<file path="src/rtl/hazard_ctrl.sv">
// hazard_ctrl: pipeline hazard controller for the five-stage core.
// Keeps a shadow E/M/W scoreboard of destination registers and remaining
// result latency, and produces stall, bubble and forwarding controls.
// Optional HI/LO mult/div busy tracking is compiled in with HAZARD_MD_EN.
module hazard_ctrl #(
    parameter int unsigned MULT_CYCLES = 5,
    parameter int unsigned DIV_CYCLES  = 10
) (
    input  logic       clk,
    input  logic       reset,
    input  logic [4:0] rs_d,
    input  logic [4:0] rt_d,
    input  logic [1:0] tuse_rs_d,
    input  logic [1:0] tuse_rt_d,
    input  logic [4:0] wr_d,
    input  logic       regwrite_d,
    input  logic [1:0] tnew_d,
    input  logic       md_start_d,
    input  logic       md_div_d,
    input  logic       md_use_d,
    output logic       stall_f,
    output logic       stall_d,
    output logic       clr_d,
    output logic [1:0] fwd_rs_d,
    output logic [1:0] fwd_rt_d,
    output logic [1:0] fwd_rs_e,
    output logic [1:0] fwd_rt_e,
    output logic       fwd_rt_m
);

    localparam int unsigned REG_W  = 5;
    localparam int unsigned TNEW_W = 2;
    localparam int unsigned CNT_W  = 4;

    // Shadow pipeline state
    logic [REG_W-1:0]  rs_e_q, rs_e_d;
    logic [REG_W-1:0]  rt_e_q, rt_e_d;
    logic [REG_W-1:0]  wr_e_q, wr_e_d;
    logic              we_e_q, we_e_d;
    logic [TNEW_W-1:0] tnew_e_q, tnew_e_d;
    logic [REG_W-1:0]  rt_m_q, rt_m_d;
    logic [REG_W-1:0]  wr_m_q, wr_m_d;
    logic              we_m_q, we_m_d;
    logic [TNEW_W-1:0] tnew_m_q, tnew_m_d;
    logic [REG_W-1:0]  wr_w_q, wr_w_d;
    logic              we_w_q, we_w_d;

    logic stall_data;
    logic stall_md;
    logic stall;

    // Saturating one-step decrement of a result latency
    function automatic logic [TNEW_W-1:0] age(input logic [TNEW_W-1:0] t);
        return (t == '0) ? '0 : TNEW_W'(t - TNEW_W'(1));
    endfunction

    // Source s needs a result that a producer in E or M cannot deliver in time
    function automatic logic src_hazard(
        input logic [REG_W-1:0]  s,
        input logic [TNEW_W-1:0] tuse,
        input logic              we_e,
        input logic [REG_W-1:0]  wr_e,
        input logic [TNEW_W-1:0] tnew_e,
        input logic              we_m,
        input logic [REG_W-1:0]  wr_m,
        input logic [TNEW_W-1:0] tnew_m
    );
        logic h;
        h = 1'b0;
        if (tuse != 2'd3 && s != '0) begin
            if (we_e && wr_e == s && tnew_e > tuse) h = 1'b1;
            if (we_m && wr_m == s && tnew_m > tuse) h = 1'b1;
        end
        return h;
    endfunction

    // Forward select: 2 = M (result ready), 1 = W, 0 = none
    function automatic logic [1:0] fwd_sel(
        input logic [REG_W-1:0]  s,
        input logic              we_m,
        input logic [REG_W-1:0]  wr_m,
        input logic [TNEW_W-1:0] tnew_m,
        input logic              we_w,
        input logic [REG_W-1:0]  wr_w
    );
        logic [1:0] f;
        f = 2'd0;
        if (we_m && wr_m == s && wr_m != '0 && tnew_m == '0) f = 2'd2;
        else if (we_w && wr_w == s && wr_w != '0)            f = 2'd1;
        return f;
    endfunction

    // Data hazard detection for both decode operands
    always_comb begin
        stall_data = 1'b0;
        if (src_hazard(rs_d, tuse_rs_d, we_e_q, wr_e_q, tnew_e_q, we_m_q, wr_m_q, tnew_m_q))
            stall_data = 1'b1;
        if (src_hazard(rt_d, tuse_rt_d, we_e_q, wr_e_q, tnew_e_q, we_m_q, wr_m_q, tnew_m_q))
            stall_data = 1'b1;
    end

    assign stall = stall_data | stall_md;

`ifdef HAZARD_MD_EN
    logic [CNT_W-1:0] md_cnt_q, md_cnt_d;

    // Busy counter: loads on an issued mult/div, otherwise counts down to 0
    always_comb begin
        md_cnt_d = md_cnt_q;
        if (!stall && md_start_d)
            md_cnt_d = md_div_d ? CNT_W'(DIV_CYCLES) : CNT_W'(MULT_CYCLES);
        else if (md_cnt_q != '0)
            md_cnt_d = CNT_W'(md_cnt_q - CNT_W'(1));
    end

    // Busy counter register
    always_ff @(posedge clk) begin
        if (reset) md_cnt_q <= '0;
        else       md_cnt_q <= md_cnt_d;
    end

    assign stall_md = md_use_d && (md_cnt_q != '0);
`else
    logic unused_md;
    assign unused_md = ^{md_start_d, md_div_d, md_use_d,
                         CNT_W'(MULT_CYCLES), CNT_W'(DIV_CYCLES)};
    assign stall_md  = 1'b0;
`endif

    // Shadow advance: E takes D (or a bubble on stall), M and W follow
    always_comb begin
        rs_e_d   = '0;
        rt_e_d   = '0;
        wr_e_d   = '0;
        we_e_d   = 1'b0;
        tnew_e_d = '0;
        if (!stall) begin
            rs_e_d   = rs_d;
            rt_e_d   = rt_d;
            wr_e_d   = wr_d;
            we_e_d   = regwrite_d && (wr_d != '0);
            tnew_e_d = age(tnew_d);
        end
        rt_m_d   = rt_e_q;
        wr_m_d   = wr_e_q;
        we_m_d   = we_e_q && (wr_e_q != '0);
        tnew_m_d = age(tnew_e_q);
        wr_w_d   = wr_m_q;
        we_w_d   = we_m_q && (wr_m_q != '0);
    end

    // Shadow registers, cleared by synchronous reset
    always_ff @(posedge clk) begin
        if (reset) begin
            rs_e_q   <= '0;
            rt_e_q   <= '0;
            wr_e_q   <= '0;
            we_e_q   <= 1'b0;
            tnew_e_q <= '0;
            rt_m_q   <= '0;
            wr_m_q   <= '0;
            we_m_q   <= 1'b0;
            tnew_m_q <= '0;
            wr_w_q   <= '0;
            we_w_q   <= 1'b0;
        end else begin
            rs_e_q   <= rs_e_d;
            rt_e_q   <= rt_e_d;
            wr_e_q   <= wr_e_d;
            we_e_q   <= we_e_d;
            tnew_e_q <= tnew_e_d;
            rt_m_q   <= rt_m_d;
            wr_m_q   <= wr_m_d;
            we_m_q   <= we_m_d;
            tnew_m_q <= tnew_m_d;
            wr_w_q   <= wr_w_d;
            we_w_q   <= we_w_d;
        end
    end

    // Zero-latency outputs, forced low while reset is held
    always_comb begin
        stall_f  = 1'b0;
        stall_d  = 1'b0;
        clr_d    = 1'b0;
        fwd_rs_d = 2'd0;
        fwd_rt_d = 2'd0;
        fwd_rs_e = 2'd0;
        fwd_rt_e = 2'd0;
        fwd_rt_m = 1'b0;
        if (!reset) begin
            stall_f  = stall;
            stall_d  = stall;
            clr_d    = stall;
            fwd_rs_d = fwd_sel(rs_d,   we_m_q, wr_m_q, tnew_m_q, we_w_q, wr_w_q);
            fwd_rt_d = fwd_sel(rt_d,   we_m_q, wr_m_q, tnew_m_q, we_w_q, wr_w_q);
            fwd_rs_e = fwd_sel(rs_e_q, we_m_q, wr_m_q, tnew_m_q, we_w_q, wr_w_q);
            fwd_rt_e = fwd_sel(rt_e_q, we_m_q, wr_m_q, tnew_m_q, we_w_q, wr_w_q);
            fwd_rt_m = we_w_q && (wr_w_q == rt_m_q) && (wr_w_q != '0);
        end
    end

endmodule

</file>
<file path="config.mk">
export PLATFORM = sky130hd
export DESIGN_NAME = hazard_ctrl
export DESIGN_NICKNAME = d
export VERILOG_FILES = /design/src/rtl/hazard_ctrl.sv
export SDC_FILE = /design/constraint.sdc
export NUM_CORES = 1
export LEC_CHECK = 0
export CAP_MARGIN = 15
export CORE_ASPECT_RATIO = 0.5
export CORE_MARGIN = 2
export CORE_UTILIZATION = 53
export CTS_CLUSTER_SIZE = 25
export DETAILED_ROUTE_END_ITERATION = 10
export PLACE_DENSITY = 0.8
export SLEW_MARGIN = 40
export SYNTH_ARGS = -nofsm -noshare
export SYNTH_HDL_FRONTEND = slang
export SYNTH_SLANG_ARGS = --single-unit
</file>
<file path="constraint.sdc">
create_clock -name clk -period 3.9 [get_ports clk]
set_input_delay 1.17 -clock clk [delete_from_list [all_inputs] [get_ports clk]]
set_output_delay 1.17 -clock clk [all_outputs]
set_load 0.05 [all_outputs]
</file>
# Yosys cells after proc, flatten, opt, wreduce, memory -nomap -nowiden
# Cells that the tools add are included.
[op_classes]
eq_ne = 13
n_addsub = 2
n_lt_le_gt_ge = 4
muxes = 22
reduce_logical = 45
[op_table]
columns = ["op", "n"]
rows = [
  ["$eq A5 B5 Y1", 11],
  ["$logic_and A1 B1 Y1", 33],
  ["$reduce_bool A5 Y1", 6],
  ["$mux W2", 8],
  ["$mux W1", 14],
  ["$gt A2 B2 Y1", 4],
  ["$logic_not A2 Y1", 3],
  ["$ne A2 B2 Y1 const B", 2],
  ["$reduce_or A2 Y1", 2],
  ["$sub A2 B1 Y2 const B", 2],
  ["$reduce_or A3 Y1", 1],
]
[totals]
register_bits = 37
inputBits = 27
out_inout_bits = 12

# Logic depth before layout (Yosys ltp)
[logic_depth]
depth_word = 9
mapped_depth = 9
mapped_depth_nobuf = 7

# Least setup slack after synthesis
# No wires, ideal clock.
[synth_timing]
path_kind = "input to output"
startpoint = "input port tuse_rs_d[1]"
endpoint = "output port stall_d"
path_stages = 8
required_time_ns = 2.730
path_slack_ns = -0.787
arrival_ns = 3.517
cell_sequence = "inv_1 ha_1 a21boi_0 nand4_1 or4_4 o21a_1 a21oi_1 buf_4"
[synth_between]
elab_chain_cells = 8
elab_cells_between_ends = 12
cone_classes = "2 x order compare; 1 x eq/ne; 6 x mux; 3 x reduce/logical"
[synth_lines]
columns = ["element", "line_no", "source"]
rows = [
  ["from (decl)", "13", "input logic [1:0] tuse_rs_d,"],
  ["$gt A2 B2 Y1", "71", "if (we_e && wr_e == s && tnew_e > tuse) h = 1'b1;"],
  ["$logic_and A1 B1 Y1", "71", ""],
  ["$mux W1", "71", ""],
  ["$mux W1", "72", "if (we_m && wr_m == s && tnew_m > tuse) h = 1'b1;"],
  ["$mux W1 (*)", "70", "if (tuse != 2'd3 && s != '0) begin"],
  ["$mux W1 (*)", "96", "if (src_hazard(rs_d, tuse_rs_d, we_e_q, wr_e_q, tnew_e_q, we_m_q, wr_m_q, tnew_m_q))"],
  ["$mux W1 (*)", "98", "if (src_hazard(rt_d, tuse_rt_d, we_e_q, wr_e_q, tnew_e_q, we_m_q, wr_m_q, tnew_m_q))"],
  ["$mux W1 (*)", "n/a", ""],
  ["to (decl)", "22", "output logic stall_d,"],
]
# Mark *: on every way between the ends. The rest lies on a longest branch, timed or not.

# Final worst setup path
[layout_timing]
startpoint = "input port rt_d[3]"
endpoint = "output port stall_f"
[layout_between]
elab_chain_cells = 8
elab_cells_between_ends = 13
cone_classes = "2 x eq/ne; 5 x mux; 6 x reduce/logical"
[layout_lines]
columns = ["element", "line_no", "source"]
rows = [
  ["from (decl)", "12", "input logic [4:0] rt_d,"],
  ["$eq A5 B5 Y1", "71", ""],
  ["$logic_and A1 B1 Y1 (2 in a row)", "71", ""],
  ["$mux W1", "71", ""],
  ["$mux W1", "72", ""],
  ["$mux W1 (*)", "70", ""],
  ["$mux W1 (*)", "98", ""],
  ["$mux W1 (*)", "191", "if (!reset) begin"],
  ["to (decl)", "21", "output logic stall_f,"],
]
# Marks and branches as above.

==> results.md <==
Setup path:
- The logic depth of the worst register-to-register path is 6.
- The data arrival time of the worst path is 2.97 ns.
- At the worst endpoint, the required time is ~2.7 ns.
- STA classifies the critical path startpoint as a primary input.
- The setup slack on the worst flop-to-flop path is 1.57 ns.
- In this run the worst path has a maximum fanout of 3.
- The path type of the worst setup path is in2out.
- The launch instance of the worst register-to-register path is wr_m_q[1]$_SDFF_PP0_.
- The worst setup path is captured at a primary output.
- The capture point of the worst reg-to-reg path is wr_e_q[0]$_SDFF_PP0_.

Cells and area:
- In the final layout, the share of cells above drive strength 1 is 0.372.
- At the end of the flow, the number of nets in the layout was between 300 and 400.
- Measured on the finished design, the core utilization comes to 0.826.
- The finished layout holds 358 standard cells, fillers aside.
- 0 antenna diodes ended up in the layout.
- The synthesis-to-finish area growth is 47.2%.

Global routing:
- The initial antenna violation count is 0.
- The met1 global-route usage is 0.355.
- Entering global routing, the biggest net connects 23 pins.
- Summed over all layers, the global routing overflow is 0.
- Across every metal layer, demand over resource in global routing totals 0.294.
- The global routing usage on met3 is 0.0581.
- The via count of the first global-routing pass is between 2000 and 2500.
- The global routing usage on met2 is 0.513.
- The busiest metal layer after global routing is met2.
- The first global-routing pass estimated approximately 10000 µm of wire.

Flow run:
- Across the run, the number of max-cap violations was 0.

Routing:
- The routed via count is 2059.
- In the routed design, unresolved DRC markers number 0.
- After detailed routing, the number of vias per cell comes to approximately 5.8.
- The number of DRC markers in iteration 0 is about 110.
- Summed over all layers, the routed wires come to about 7000 µm.
- The first-pass iteration count of the detailed router is 4.
- Once detail routing completed, the nets flagged for antenna violations numbered 0.
- Dividing the detail-routed wire length by the instance count gives a little under 20 µm.

Floorplanning:
- The die covers 4770 µm².
- The die is about 96 µm wide.
- The number of placement rows is 16.
- The initial core utilization is 0.562.
- The floorplan core area is about 4000 µm².
- The die height is between 40 and 50 µm.
- The number of top-level pins is 39.

Power and ir drop:
- Of the total power, the share spent switching nets is 0.270.
- Of the total power, the clock network draws 0.352.
- The leakage power figure is 1.44 nW.
- The maximum ir drop on the vdd rail is roughly 0.24 mV.
- Of the total power, combinational logic draws 0.217.
- For this design the total switching power over the nets is roughly 0.26 mW.
- The internal power summed over all cells is approximately 0.71 mW.
- The completed layout was analyzed and its total power is a little under 1 mW.
- The total power density per cell area is ~300 nW/µm².
- Of the total power, registers draw 0.431.

STA:
- The number of max-slew violations in the final report was 0.
- The minimum clock period after layout is roughly 4.1 ns.
- The number of failing hold endpoints at the final stage is 0.
- In the finished design, the share of the clock period the worst path needs comes to 1.06.
- The headroom to the max-slew limit is 0.460.
- In the post-route analysis, the smallest setup slack over all paths is -0.236 ns.
- The worst-margin pin slew is about 0.8 ns.
- The count of endpoints failing setup in the final report is 5.
- The worst-case clock skew is just over 0.005 ns.
- Setup repair after global routing could not meet its margin everywhere.
- The final sum of negative setup slack is -1.03 ns.
- The peak clock frequency supported by timing is 0.242 GHz.

Clock tree:
- After clock tree synthesis, the clock-pin slew on the worst setup and hold paths is 0.07 ns.
- Hold repair after CTS inserted 0 buffers.
- The number of sinks handled by clock tree synthesis is 37.
- The clock insertion delay at the later pin of the skew report is slightly below 0.3 ns.
- The H-tree was split into 2 levels.
- The clock tree from TritonCTS is yes.
- In this run, CTS created clock tree buffers numbering 5.
- In this run the clock root is driven by a sky130_fd_sc_hd__clkbuf_8.
- The longest clock path from root to sink contains 2 buffers.

Yosys:
- By area the synthesized netlist is led by sky130_fd_sc_hd__dfxtp_1 (33%), sky130_fd_sc_hd__xor2_1 (12%), sky130_fd_sc_hd__xnor2_1 (9.8%).
- The synthesized netlist net count is roughly 280.
- The largest area contributor in the netlist is sky130_fd_sc_hd__dfxtp_1.
- The number of distinct library cells after synthesis is 36.
- The portion of synthesized cell area occupied by the leading cell type is 0.333.
- The top flip-flop cell by instance count after synthesis is sky130_fd_sc_hd__dfxtp_1.
- Yosys mapped a number of flops with a built-in enable equal to 0.
- Averaged over all synthesized cells, the footprint is about 9.1 µm².
- For this run, the number of Yosys warnings is 0.
- The share of flip-flops with an asynchronous set or reset after synthesis is 0.
- The post-synthesis sequential element count is 37.
- The number of instances in the synthesized netlist is between 200 and 250.
- In this run the cell area of the synthesized design comes to around 2200 µm².
- The sequential area share after synthesis is 0.333.

Place:
- The number of cells after detailed placement is between 300 and 400.
- The final HPWL from detailed placement is approximately 4200 µm.
- During placement, the flow inserted port buffers numbering 35.
- The congestion estimate from routability-driven global placement came to roughly 0.94.

Hold path:
- The terminating pin of the worst hold path is tnew_m_q[0]$_SDFF_PP0_.
- The min-delay analysis places its worst path in the category reg2reg.
- Counting instances, the worst hold path has a depth of 1.
- The startpoint identified for the worst hold timing path is tnew_e_q[0]$_SDFF_PP0_.

Status:
- The final reports fail on setup timing.
- The flow ran to the end, but the final reports show violations.
[worst max-delay path: stages]
cell and delay, ns:
sky130_fd_sc_hd__dlygate4sd2_1 0.25, sky130_fd_sc_hd__buf_6 0.13, sky130_fd_sc_hd__xor2_1 0.15, sky130_fd_sc_hd__nor4_2 0.36, sky130_fd_sc_hd__nand3_1 0.21, sky130_fd_sc_hd__o21a_1 0.27, sky130_fd_sc_hd__a21oi_4 0.25, sky130_fd_sc_hd__buf_12 0.18
[worst max path at each step]
stage | from | end | cells past startpoint
floorplan | tuse_rs_d[1] | stall_d | 8
global placement | tuse_rs_d[1] | stall_f | 9
detailed placement | tuse_rs_d[1] | stall_f | 9
CTS | tuse_rs_d[1] | stall_f | 9
global route | rt_d[3] | stall_d | 8
finish | rt_d[3] | stall_f | 8
[flip-flops by register name, indices dropped and copies added (netlist names)]
| register | flops |
|---|---|
| rt_m_q | 5 |
| rt_e_q | 5 |
| wr_e_q | 5 |
| we_e_q | 1 |
| tnew_e_q | 2 |
| wr_m_q | 5 |
| rs_e_q | 5 |
| wr_w_q | 5 |
| we_m_q | 1 |
| we_w_q | 1 |
| tnew_m_q | 2 |
[kinds of logic after synthesis]
kind of cell / count (synthesis) / share of synthesized area
fa+ha+maj: 10 / 0.0562
compound gates: 22 / 0.0776
buf+inv: 48 / 0.106
simple gates: 72 / 0.211
flops: 37 / 0.333
xor+xnor: 55 / 0.216
[layer usage]
layer	share of wire	vias to the layer above	wire length [µm]
met1	0.40	994	2810
met2	0.48	111	3320
met5	0	-	0
li1	-	922	-
met4	0.037	0	257
met3	0.084	32	586
[metrics by stage]
stage,worst slack (ns),hold slack (ns),instance area [µm²]
6_report,-0.236,0.449,3280
5_1_grt,-0.260,0.451,3280
4_1_cts,-0.210,0.420,3190
3_5_place_dp,-0.686,0.411,2980
3_3_place_gp,-0.640,0.405,2980
2_1_floorplan,-0.140,0.397,2350
[cell usage after synthesis, types with 3 or more instances]
cell and n:
sky130_fd_sc_hd__dfxtp_1 37, sky130_fd_sc_hd__buf_2 12, sky130_fd_sc_hd__a21oi_1 4, sky130_fd_sc_hd__nor4_1 11, sky130_fd_sc_hd__buf_4 6, sky130_fd_sc_hd__inv_1 24
sky130_fd_sc_hd__nor2_1 3, sky130_fd_sc_hd__xnor2_1 25, sky130_fd_sc_hd__or4_1 4, sky130_fd_sc_hd__o21ai_0 4, sky130_fd_sc_hd__nand4_1 4, sky130_fd_sc_hd__nand3_1 4
sky130_fd_sc_hd__xor2_1 30, sky130_fd_sc_hd__nor3_1 12, sky130_fd_sc_hd__nor2b_1 17, sky130_fd_sc_hd__ha_1 10, sky130_fd_sc_hd__clkbuf_1 3, sky130_fd_sc_hd__nor3_2 10
sky130_fd_sc_hd__or3_1 3
[power groups by stage]
| stage | sequential, mW | clock [mW] | combinational, mW |
|---|---|---|---|
| after detailed placement | 0.425 | 0 | 0.174 |
| after global placement | 0.424 | 0 | 0.164 |
| after floorplan | 0.415 | 0 | 0.113 |
| final | 0.419 | 0.342 | 0.211 |
| after global routing | 0.420 | 0.359 | 0.225 |
| after CTS | 0.417 | 0.339 | 0.185 |
[repair_timing]
| action | 4_1_cts | 5_1_grt |
|---|---|---|
| buffers inserted | 3 | 1 |
| pin swaps | 15 | 14 |
| gates resized for setup | 48 | 29 |
| endpoints found under the setup margin | 9 | 7 |
[final cells by class]
| type | count | area [µm²] |
|---|---|---|
| fill | 196 | 688 |
| clock buffer | 7 | 86.3 |
| tap | 54 | 67.6 |
| timing repair buffer | 75 | 761 |
| clock inverter | 1 | 30.0 |
| multi-input combinational | 159 | 1480 |
| sequential | 37 | 741 |
| inverter | 25 | 106 |
[cells in the final DEF (no fill, tap or decap), drive strengths merged]
cell type and n:
buf 54, clkbuf 12, bufinv 1, a21boi 2, ha 10, nor2 3, a211oi 1, or3 3
o21ai 5, or4 5, clkdlybuf4s15 2, nor4 11, xnor2 25, xor2 30, o211ai 2, dlymetal6s2s 1
a21oi 4, nor2b 17, dfxtp 37, nand3 4, dlygate4sd2 5, a32o 2, o2111a 2, clkdlybuf4s50 8
o311a 1, nor3 22, o21a 1, a21o 1, inv 25, and2 2, and3 1, a211o 1
nand4 4
(Power assumes the default switching activity.)
==> RTL change: new RTL, same flow settings <==
Add a define of `HAZARD_MD_EN`.
--- a/src/rtl/hazard_ctrl.sv
+++ b/src/rtl/hazard_ctrl.sv
@@ -2,6 +2,8 @@
 // Keeps a shadow E/M/W scoreboard of destination registers and remaining
 // result latency, and produces stall, bubble and forwarding controls.
 // Optional HI/LO mult/div busy tracking is compiled in with HAZARD_MD_EN.
+`define HAZARD_MD_EN
+
 module hazard_ctrl #(
     parameter int unsigned MULT_CYCLES = 5,
     parameter int unsigned DIV_CYCLES  = 10
Check against the original RTL: not equivalent (a bounded check fails within 4 cycles, from zero or initial values and one cycle with reset high).
==> RTL change against the unedited design <==
Setup slack better by 0.24 ns; cell count is 6.1% higher; sequential cell count is 4 higher; cell area is 3.5% higher; first-iteration DRC count is 43% higher; routed wire length is 3.1% lower; critical path depth is 1 lower; area after synthesis is 5.8% higher; critical path type unchanged; critical endpoint is now stall_d; largest cell class unchanged.
Power is not compared: it rests on default switching activity, and its combinational part moved more than twofold at a synthesized area within 25%.
==> RTL change: results (changes against the unedited design) <==
metric	value	unit	change
synth.net_count	299		was 281
met2_length	3230	um	was 3320 um
use_met2	43.9	%	was 51.3%
time_the_worst_path_needs_with_i_o_delays_and_setup	3.90	ns	was 4.14 ns
grt_use_met1	31.5	%	was 35.5%
status	complete, no violations		was finished, violations left
grt_pass1_wl	10000	um	was 10300 um
wl_met3	398	um	was 586 um
finish.cell_count_without_fillers	380		was 358
drt-vias-per-instance	5.72		was 5.75
worst_r2r_endpoint	tnew_e_q[0]		was wr_e_q[0]
grt_util_all_layers	26.2	%	was 29.4%
reg2reg_depth	9		was 6
m1WireLength	2900	um	was 2810 um
clk_latency_worst_skew_pair	0.30	ns	
buffer_ports.inserted	38		was 35
dp_slack	-0.399	ns	was -0.686 ns
power.total	1.39	mW	
data_arrival_critical_path	2.73	ns	was 2.97 ns
synth.top_cells.by_count	41 x sky130_fd_sc_hd__dfxtp_1, 30 x sky130_fd_sc_hd__xnor2_1, 25 x sky130_fd_sc_hd__xor2_1		was 37 x sky130_fd_sc_hd__dfxtp_1, 30 x sky130_fd_sc_hd__xor2_1, 25 x sky130_fd_sc_hd__xnor2_1
timing.hold.worst.class	flop to flop		unchanged
crit_path_end	stall_d		was stall_f
synth_area_leaders	sky130_fd_sc_hd__dfxtp_1 35%, sky130_fd_sc_hd__xnor2_1 11%, sky130_fd_sc_hd__xor2_1 9.3%		was sky130_fd_sc_hd__dfxtp_1 33%, sky130_fd_sc_hd__xor2_1 12%, sky130_fd_sc_hd__xnor2_1 9.8%
drive_above_1_share	35.6	%	was 37.2%
worst_clk_skew	0.0117	ns	was 0.00511 ns
routed_wire_length	6750	um	was 6970 um
crit_path_max_incr_delay	0.54	ns	was 0.36 ns
tightestPinTransition	0.647	ns	was 0.801 ns
finalSetupViolations	0		was 5
hold_ws	0.434	ns	was 0.449 ns
nets	361		was 340
detailed_place_hpwl	4320	um	was 4220 um
critical_path.top_delay_family	compound AO/OA/AOI/OAI gates		was simple AND/OR/NAND/NOR gates
ctsRootBufferMaster	sky130_fd_sc_hd__clkbuf_8		unchanged
synth.distinct_cells	37		was 36
number_of_global_route_vias_before_repair	2147		was 2110
met3_routing_resource_usage_after_global_routing	6.57	%	was 5.81%
crit_path_top_delay_cell	sky130_fd_sc_hd__or4_4		was sky130_fd_sc_hd__nor4_2
gp_congestion	0.903		was 0.939
grt_start_max_net_pins	32		was 23
synth_seq_area_share	34.9	%	was 33.3%
dpl-instance-area	3070	um2	was 2980 um2
crit_path_start	rs_d[4]		was rt_d[3]
power.share.combinational	36.9	%	
drtIter0Drc	153		was 107
setup.reg_to_reg.worst_slack	1.46	ns	was 1.57 ns
power.ir.vdd_worst	0.340	mV	
reg2reg_from	tnew_e_q[1]		was wr_m_q[1]
postSynthAreaPerCell	9.02	um2	was 9.12 um2
==> RTL change: cell types whose count changed after synthesis, sizes merged, moves of 7 or more <==
cell	delta
nor3b	+7
nor3	-15
and2	+13
nand2	+9
buf	-15
clkbuf	+8
inv	-13
==> RTL change: area by class of cell <==
type,count,area [um2]
Multi-Input combinational cell,192,1640
Fill cell,259,948
Sequential cell,41,821
Timing Repair Buffer,71,707
Tap cell,57,71.3
Clock buffer,5,68.8
Inverter,12,45.0
Clock inverter,2,35.0
==> RTL change: kinds of logic after synthesis <==
logic type                 share of synthesized area [%]
and+or+nand+nor                                     25.8
DFF                                                 34.9
buffers and inverters                               5.10
AOI/OAI and AO/OA                                   7.49
xor gates and xnor gates                            20.5
adders and majority gates                           5.84
muxes                                              0.478
==> RTL change: repair_timing <==
item	in CTS	in global routing
hold buffers	0	0
gates cloned	0	0
endpoints found under the setup margin	9	4
gates resized for setup	64	20
buffers inserted	6	4
endpoints found under the hold margin	0	0
pin swaps	17	12
